## config.mk

```make
export PLATFORM = sky130hd
export DESIGN_NAME = spi_master_ctrl_flat
export DESIGN_NICKNAME = d
export VERILOG_FILES = /design/src/rtl/spi_master_ctrl_if.sv /design/src/rtl/spi_master_ctrl.sv /design/src/flat_wrapper.sv
export SDC_FILE = /design/constraint.sdc
export NUM_CORES = 1
export LEC_CHECK = 0
export CORE_MARGIN = 2
export CORE_UTILIZATION = 41
export DETAILED_ROUTE_END_ITERATION = 8
export PLACE_DENSITY = 0.71
export SLEW_MARGIN = 20
export SYNTH_ARGS = -nofsm -noshare
export SYNTH_HDL_FRONTEND = slang
export SYNTH_SLANG_ARGS = --single-unit
```

## constraint.sdc

```tcl
create_clock -name Clk -period 2.2 [get_ports Clk]
set_clock_uncertainty 0.1 [all_clocks]
set_input_delay 0.22 -clock Clk [delete_from_list [all_inputs] [get_ports Clk]]
set_output_delay 0.22 -clock Clk [all_outputs]
set_load 0.02 [all_outputs]
```

## src/rtl/spi_master_ctrl_if.sv

```systemverilog
// spi_master_ctrl_if: frame handshake and SPI pin bundle for spi_master_ctrl.
//   Start, Abort   : frame request / synchronous cancel (user -> controller)
//   TxLoad, TxEn   : load / shift strobes to the TX shifter
//   RxEn           : MISO sample strobe for the RX side
//   Sclk, Cs_n     : SPI clock (idles low) and active-low chip select
//   Busy, Done     : frame in progress / one-cycle completion pulse
interface spi_master_ctrl_if;
  logic Start;
  logic Abort;
  logic TxLoad;
  logic TxEn;
  logic RxEn;
  logic Sclk;
  logic Cs_n;
  logic Busy;
  logic Done;

  modport master (
    input  Start, Abort,
    output TxLoad, TxEn, RxEn, Sclk, Cs_n, Busy, Done
  );

  modport slave (
    output Start, Abort,
    input  TxLoad, TxEn, RxEn, Sclk, Cs_n, Busy, Done
  );
endinterface

```

## src/rtl/spi_master_ctrl.sv

```systemverilog
// spi_master_ctrl: SPI mode-0 master sequencer. Runs one SIZE-bit, MSB-first
// frame per Start, driving the TX shifter strobes, Sclk, Cs_n and the RX
// sample strobe.
//   Clk   : system clock, rising edge
//   Rst_n : asynchronous active-low reset
//   bus   : spi_master_ctrl_if.master (Start/Abort in, strobes and pins out)
//
// state | meaning
// IDLE  | waiting for Start; Cs_n high, Sclk low
// LOAD  | one cycle, parallel-load the TX shifter, Cs_n falls
// SETUP | CLKDIV cycles of MOSI setup before the first Sclk rise
// HIGH  | CLKDIV cycles Sclk high; RxEn on the rising cycle
// LOW   | CLKDIV cycles Sclk low; TxEn on the falling cycle except last bit
// DONE  | one cycle, Cs_n high, Done pulse
module spi_master_ctrl #(
  parameter int SIZE   = 8,
  parameter int CLKDIV = 2
) (
  input  logic              Clk,
  input  logic              Rst_n,
  spi_master_ctrl_if.master bus
);
  localparam int BW = $clog2(SIZE);
  localparam int DW = $clog2(CLKDIV);
  localparam logic [BW-1:0] BIT_LAST = BW'(SIZE - 1);
  localparam logic [DW-1:0] DIV_LAST = DW'(CLKDIV - 1);

  typedef enum logic [2:0] {IDLE, LOAD, SETUP, HIGH, LOW, DONE} state_t;

  state_t        state, state_nxt;
  logic [BW-1:0] bit_cnt, bit_nxt;
  logic [DW-1:0] div_cnt, div_nxt;

  logic tx_load_q, tx_en_q, rx_en_q, sclk_q, cs_n_q, busy_q, done_q;
  logic tx_load_d, tx_en_d, rx_en_d, sclk_d, cs_n_d, busy_d, done_d;

  logic div_end;
  assign div_end = (div_cnt == DIV_LAST);

  always_ff @(posedge Clk or negedge Rst_n) begin
    if (!Rst_n) begin
      state     <= IDLE;
      div_cnt   <= '0;
      bit_cnt   <= '0;
      tx_load_q <= 1'b0;
      tx_en_q   <= 1'b0;
      rx_en_q   <= 1'b0;
      sclk_q    <= 1'b0;
      cs_n_q    <= 1'b1;
      busy_q    <= 1'b0;
      done_q    <= 1'b0;
    end else begin
      state     <= state_nxt;
      div_cnt   <= div_nxt;
      bit_cnt   <= bit_nxt;
      tx_load_q <= tx_load_d;
      tx_en_q   <= tx_en_d;
      rx_en_q   <= rx_en_d;
      sclk_q    <= sclk_d;
      cs_n_q    <= cs_n_d;
      busy_q    <= busy_d;
      done_q    <= done_d;
    end
  end

  always_comb begin
    state_nxt = state;
    div_nxt   = div_cnt;
    bit_nxt   = bit_cnt;
    case (state)
      IDLE: if (bus.Start) begin
        state_nxt = LOAD;
        div_nxt   = '0;
      end
      LOAD: begin
        state_nxt = SETUP;
        div_nxt   = '0;
        bit_nxt   = '0;
      end
      SETUP, HIGH: begin
        if (div_end) begin
          div_nxt   = '0;
          state_nxt = (state == SETUP) ? HIGH : LOW;
        end else begin
          div_nxt = div_cnt + DW'(1);
        end
      end
      LOW: begin
        if (div_end) begin
          div_nxt = '0;
          if (bit_cnt == BIT_LAST) begin
            state_nxt = DONE;
          end else begin
            bit_nxt   = bit_cnt + BW'(1);
            state_nxt = HIGH;
          end
        end else begin
          div_nxt = div_cnt + DW'(1);
        end
      end
      DONE:    state_nxt = IDLE;
      default: state_nxt = IDLE;
    endcase
    // Abort wins over every busy-state transition; IDLE and DONE ignore it.
    if (bus.Abort && (state inside {LOAD, SETUP, HIGH, LOW})) begin
      state_nxt = IDLE;
      div_nxt   = '0;
      bit_nxt   = '0;
    end
  end

  // Outputs are decoded from the next state so they appear registered in the
  // same cycle as the state they describe. A zero phase counter marks the
  // first cycle of a phase.
  always_comb begin
    busy_d    = (state_nxt inside {LOAD, SETUP, HIGH, LOW});
    cs_n_d    = !busy_d;
    tx_load_d = (state_nxt == LOAD);
    sclk_d    = (state_nxt == HIGH);
    done_d    = (state_nxt == DONE);
    rx_en_d   = (state_nxt == HIGH) && (div_nxt == '0);
    tx_en_d   = (state_nxt == LOW) && (div_nxt == '0) && (bit_nxt != BIT_LAST);
  end

  assign bus.TxLoad = tx_load_q;
  assign bus.TxEn   = tx_en_q;
  assign bus.RxEn   = rx_en_q;
  assign bus.Sclk   = sclk_q;
  assign bus.Cs_n   = cs_n_q;
  assign bus.Busy   = busy_q;
  assign bus.Done   = done_q;
endmodule

```

## src/flat_wrapper.sv

```systemverilog
// flat-port wrapper written by rule: the top's interface ports become plain ports
module spi_master_ctrl_flat 
#(
  parameter int SIZE   = 8,
  parameter int CLKDIV = 2
)
  (Clk, Rst_n, bus_Start, bus_Abort, bus_TxLoad, bus_TxEn, bus_RxEn, bus_Sclk, bus_Cs_n, bus_Busy, bus_Done);
  spi_master_ctrl_if bus_i ();
  input  logic Clk;
  input  logic Rst_n;
  input wire logic [$bits(bus_i.Start)-1:0] bus_Start;
  input wire logic [$bits(bus_i.Abort)-1:0] bus_Abort;
  output wire logic [$bits(bus_i.TxLoad)-1:0] bus_TxLoad;
  output wire logic [$bits(bus_i.TxEn)-1:0] bus_TxEn;
  output wire logic [$bits(bus_i.RxEn)-1:0] bus_RxEn;
  output wire logic [$bits(bus_i.Sclk)-1:0] bus_Sclk;
  output wire logic [$bits(bus_i.Cs_n)-1:0] bus_Cs_n;
  output wire logic [$bits(bus_i.Busy)-1:0] bus_Busy;
  output wire logic [$bits(bus_i.Done)-1:0] bus_Done;
  assign bus_i.Start = bus_Start;
  assign bus_i.Abort = bus_Abort;
  assign bus_TxLoad = bus_i.TxLoad;
  assign bus_TxEn = bus_i.TxEn;
  assign bus_RxEn = bus_i.RxEn;
  assign bus_Sclk = bus_i.Sclk;
  assign bus_Cs_n = bus_i.Cs_n;
  assign bus_Busy = bus_i.Busy;
  assign bus_Done = bus_i.Done;
  spi_master_ctrl #(.SIZE(SIZE), .CLKDIV(CLKDIV)) u_core (.Clk(Clk), .Rst_n(Rst_n), .bus(bus_i));
endmodule
```

* Word level (Yosys, flattened, before mapping)
Index checks and enable logic that the tools add are counted. W data, S select, Z words.
Operators by class: add/subtract/negate cells 2, equality and inequality tests 11, multiplexer cells 15, bitwise operators 1, reduce and logical (&&, ||, !) cells 10
Operators by type and width (number):
- $mux W3 | 9
- $eq A3 B2 Y1 const B | 4
- $eq A3 B3 Y1 const B | 4
- $pmux W3 S4 | 1
- $reduce_bool A4 Y1 | 2
- $eq A3 B1 Y1 const B | 2
- $pmux W3 S2 | 1
- $logic_and A1 B1 Y1 | 4
- $add A3 B1 Y3 const B | 1
- $logic_not A3 Y1 | 1
- $mux W1 | 3
- $ne A3 B3 Y1 const B | 1
- $pmux W1 S3 | 1
- $reduce_or A3 Y1 | 1
- $reduce_or A2 Y1 | 1
- $add A1 B1 Y1 const B | 1
- $logic_not A1 Y1 | 1
- $not A1 Y1 | 1
Storage, ports and cells: flip-flop bits (word level) 14, input bits 4, output and inout bits 7, logic and storage cells 49

* Depth between registers and ports, before layout
depth after elaboration 8, mapped depth 7, depth with buffers taken out 6

* Worst setup path after synthesis
OpenSTA, ideal clock, no wires.
kind register -> register, start point register u_core.state[1], end point register u_core.tx_en_q, in the netlist u_core.bus.TxEn, library setup time 0.122 ns, arrival time 1.515 ns, required time 1.978 ns, setup slack 0.463 ns, stages on the path, launching flop included 7, buffers on the path 1, period minus slack after synthesis 1.737 ns, path through dfrtp_1 > buf_2 > or2_1 > mux2i_1 > a2111oi_4 > nand2_1 > o2111a_1
On the way: elaborated cells on any way between the ends 24, those cells by class eq/ne (6); mux (10); bitwise (1); reduce/logical (7)
RTL lines:
- start, declared | RTL line spi_master_ctrl.sv:30 | state_t state, state_nxt;
- start signal, assigned | RTL line spi_master_ctrl.sv:53 | state <= state_nxt;
- $eq A3 B1 Y1, or another cell as far along | RTL line spi_master_ctrl.sv:70, spi_master_ctrl.sv:105
- $reduce_bool A4 Y1 | RTL line spi_master_ctrl.sv:105 | if (bus.Abort && (state inside {LOAD, SETUP, HIGH, LOW})) begin
- $logic_and A1 B1 Y1 | RTL line spi_master_ctrl.sv:105
- $mux W3 * | RTL line spi_master_ctrl.sv:105
- named net u_core.bit_nxt[0] | RTL line spi_master_ctrl.sv:31 | logic [BW-1:0] bit_cnt, bit_nxt;
- $ne A3 B3 Y1 * | RTL line spi_master_ctrl.sv:122 | tx_en_d = (state_nxt == LOW) && (div_nxt == '0) && (bit_nxt != BIT_LAST);
- $logic_and A1 B1 Y1 * | RTL line spi_master_ctrl.sv:122
- named net u_core.tx_en_d | RTL line spi_master_ctrl.sv:35 | logic tx_load_d, tx_en_d, rx_en_d, sclk_d, cs_n_d, busy_d, done_d;
- end signal, assigned | RTL line spi_master_ctrl.sv:57 | tx_en_q <= tx_en_d;
- end, declared | RTL line spi_master_ctrl.sv:34 | logic tx_load_q, tx_en_q, rx_en_q, sclk_q, cs_n_q, busy_q, done_q;
Mark *: on every way through the listed nets, which the timed path passes. The rest lies on a longest branch.

* Worst setup path after layout
start point register u_core.state[2], end point register u_core.busy_q, in the netlist u_core.bus.Busy
On the way: cells in the longest elaborated chain, start to end 7, elaborated cells on any way between the ends 19, those cells by class eq/ne (8); mux (6); reduce/logical (5)
Ends and longest elaborated chain:
- $eq A3 B2 Y1 | RTL line spi_master_ctrl.sv:70, spi_master_ctrl.sv:83, spi_master_ctrl.sv:105
- $mux W3 | RTL line spi_master_ctrl.sv:83 | state_nxt = (state == SETUP) ? HIGH : LOW;
- $mux W3 | RTL line spi_master_ctrl.sv:81 | if (div_end) begin
- $pmux W3 S4 | RTL line spi_master_ctrl.sv:70 | case (state)
- $mux W3 * | RTL line spi_master_ctrl.sv:105
- named net u_core.state_nxt[1] | RTL line spi_master_ctrl.sv:30
- $eq A3 B1 Y1, or another cell as far along | RTL line spi_master_ctrl.sv:116 | busy_d = (state_nxt inside {LOAD, SETUP, HIGH, LOW});
- $reduce_bool A4 Y1 * | RTL line spi_master_ctrl.sv:116
- named net u_core.busy_d | RTL line spi_master_ctrl.sv:35
- end signal, assigned | RTL line spi_master_ctrl.sv:61 | busy_q <= busy_d;
- end, declared | RTL line spi_master_ctrl.sv:34
Marked as above.

==> results.ini <==
[pwr]
switching_share_pct=37.7
clockPowerShare_pct=13.5
internal_power_uw=654
p_leak_uw=0.000399
power_frac_comb_pct=46.9
p_seq_share_pct=39.5
p_switching_uw=396
max-vdd-ir-drop_v=0.000727
power.density_nw_per_um2=1130

[synth]
async_reset_ff_share_pct=100
synth_cell_types=35
synth_top_cell_by_area=dfrtp_1
yosys_warnings=0
synth_area_leaders=dfrtp_1, nand2_1, mux2i_1
synth_common_cells=dfrtp_1, nand2_1, nor2_1
yosysTopAreaCellShare_pct=41.5
ys_seq_elements=14
syn_avg_cell_area_sq_um=10.2
ys_seq_area_share_pct=44.8
synthCells=77
synth_most_common_cell=dfrtp_1
synth-edff-count=0
synth_nets=82
syn_area_sq_um=785
synthFlopType=dfrtp_1

[finish]
syn_to_final_growth_pct=18.2
fin_nets=93
nFillCells=174
diodes=0
layout-drive-gt1-share_pct=14.9
instances_no_fill=112
final_util_pct=52.6

[worst_hold_path]
hold_class=in -> async

[floorplan]
core_sq_um=1760
dieWidth_microns=47.7
io-pin-count=11
num_rows=15
die_area_sq_um=2280
die_h_microns=47.7
initial_core_util_pct=44.5

[sta]
maxSlewViolCount=0
hold_viol_final=0
tightest_slew_ns=0.601
finalSetupTns_ns=0
max_slew_margin_pct=59.8
setup_viol=0
hold_slack_ns=0.222
fin_crit_sh_pct=86.8
max_freq_mhz=524
min_period_ns=1.91
rsz0062_at_grt=no

[cts]
post_cts_buffers=0
clk_pin_slew_ns=0.08
clock_sinks=14
cts_resized=0
clock_path_buffers=2
cts_hold_buf=0
numCtsBuffers=3
cts_tree=yes
clk_latency_ns=0.27
htree_levels=1
cts_root_buf=clkbuf_4

[drt]
via_per_inst=5.17
drc=0
ant_nets=0
via_count=579
drt_pre_antenna_iters=4
wl_mm=1.43
drt_iter0_markers=7
wl_per_cell_microns=12.8

[critical_path]
required_ns=2.25
r2r-start=u_core.state[2]
cp-start-kind=flip-flop
timing.critical_path.arrival_ns=1.96
r2r_end=u_core.bus.Busy
r2r_setup_slack_ns=0.29
end_kind=flip-flop
crit_type=reg -> reg
cp-startpoint=u_core.state[2]
reg2reg_depth=5
worstPathMaxFanout=18

[grt]
grt_remaining_overflow=0
antenna_found_initial=0
grt_max_degree=19
grt_pass1_wl_mm=2.46
first_global_vias=575
grt_usage_pct=15.9

[placed_design]
place_inst=108
gp_congestion=0.837
dp_hpwl_mm=1.07
io_buffer_count=10

[job]
maxCapViolCount=0

[outcome]
outcome=finished, final reports clean

==> per-layer routing <==
metal,routed length [microns],share of wire [%],vias up,track usage (%)
met1,768,54,275,22.5
met2,612,43,11,22.9
met3,39,2.7,2,3.02
li1,-,-,291,-
met4,10,0.70,0,8.65
met5,0,0,-,0
==> area by class of cell <==
class                           count  area (sq um)  area share, %
Timing Repair Buffer               11           108           11.6
Sequential cell                    14           352           37.9
Clock buffer                        4          26.3           2.83
Inverter                            1          3.75          0.405
Multi-Input combinational cell     57           407           43.9
Tap cell                           25          31.3           3.37
==> logic make-up after synthesis <==
logic type	count (synthesis)	synth area share, %
adders and majority gates	1	1.59
buffers and inverters	6	3.35
xor gates and xnor gates	1	1.12
AOI/OAI and AO/OA	14	15.9
DFF	14	44.8
and+or+nand+nor	37	27.4
muxes	4	5.74
==> power by group through the flow <==
stage               combinational, uW  clock (uW)  sequential (uW)
CTS                               498         146              416
finish                            493         142              415
global route                      535         163              423
floorplan                         333           0              424
global placement                  488           0              416
detailed placement                493           0              421
==> layout by cell type (no fill, tap or decap), drive strengths merged <==
master / netlist / routed
a2111oi: 1 / 1
a21oi: 3 / 3
a31oi: 1 / 1
and2: 2 / 2
and3: 2 / 2
and4bb: 1 / 1
buf: 3 / 1
clkbuf: 2 / 4
clkdlybuf4s50: 0 / 10
dfrtp: 13 / 13
dfstp: 1 / 1
ha: 1 / 1
inv: 1 / 1
mux2: 1 / 1
mux2i: 3 / 3
nand2: 10 / 10
nand2b: 2 / 2
nand3: 2 / 2
nand3b: 2 / 2
nor2: 7 / 7
nor2b: 2 / 2
nor3: 1 / 1
nor3b: 3 / 3
o2111a: 1 / 1
o211ai: 1 / 1
o21a: 2 / 2
o21ai: 4 / 4
o22ai: 1 / 1
or2: 1 / 1
or2b: 1 / 1
or3: 1 / 1
xor2: 1 / 1
==> registers in the layout, indices dropped and copies added, names as in the netlist <==
| signal | flops |
|---|---|
| u_core.state | 3 |
| u_core.bus.Sclk | 1 |
| u_core.bus.Done | 1 |
| u_core.bus.TxEn | 1 |
| u_core.bus.Cs_n | 1 |
| u_core.bus.Busy | 1 |
| u_core.bus.TxLoad | 1 |
| u_core.bit_cnt | 3 |
| u_core.bus.RxEn | 1 |
| u_core.div_cnt | 1 |
==> worst max-delay path by stage <==
stage	slack, ns	to	cells past startpoint
2_1_floorplan	0.46	u_core.bus.TxEn	6
3_3_place_gp	0.20	u_core.bus.Busy	6
3_5_place_dp	0.15	u_core.bus.Busy	6
4_1_cts	0.30	u_core.bus.TxEn	5
5_1_grt	0.14	u_core.bus.Busy	5
6_report	0.29	u_core.bus.Busy	5
==> per-stage QoR <==
step | instance area [sq um] | power, uW | setup slack [ns]
final | 927 | 1050 | 0.291
after global routing | 927 | 1120 | 0.143
after CTS | 927 | 1060 | 0.298
after detailed placement | 901 | 913 | 0.151
after global placement | 901 | 904 | 0.204
after floorplan | 785 | 758 | 0.463
==> worst max-delay path: stages, from the launching register on <==
cell and delay [ns]:
dfrtp_1 0.66, and4bb_4 0.35, nand2_1 0.12, a21oi_4 0.17, nor2_2 0.08, mux2_4 0.30
(Power assumes the default switching activity.)
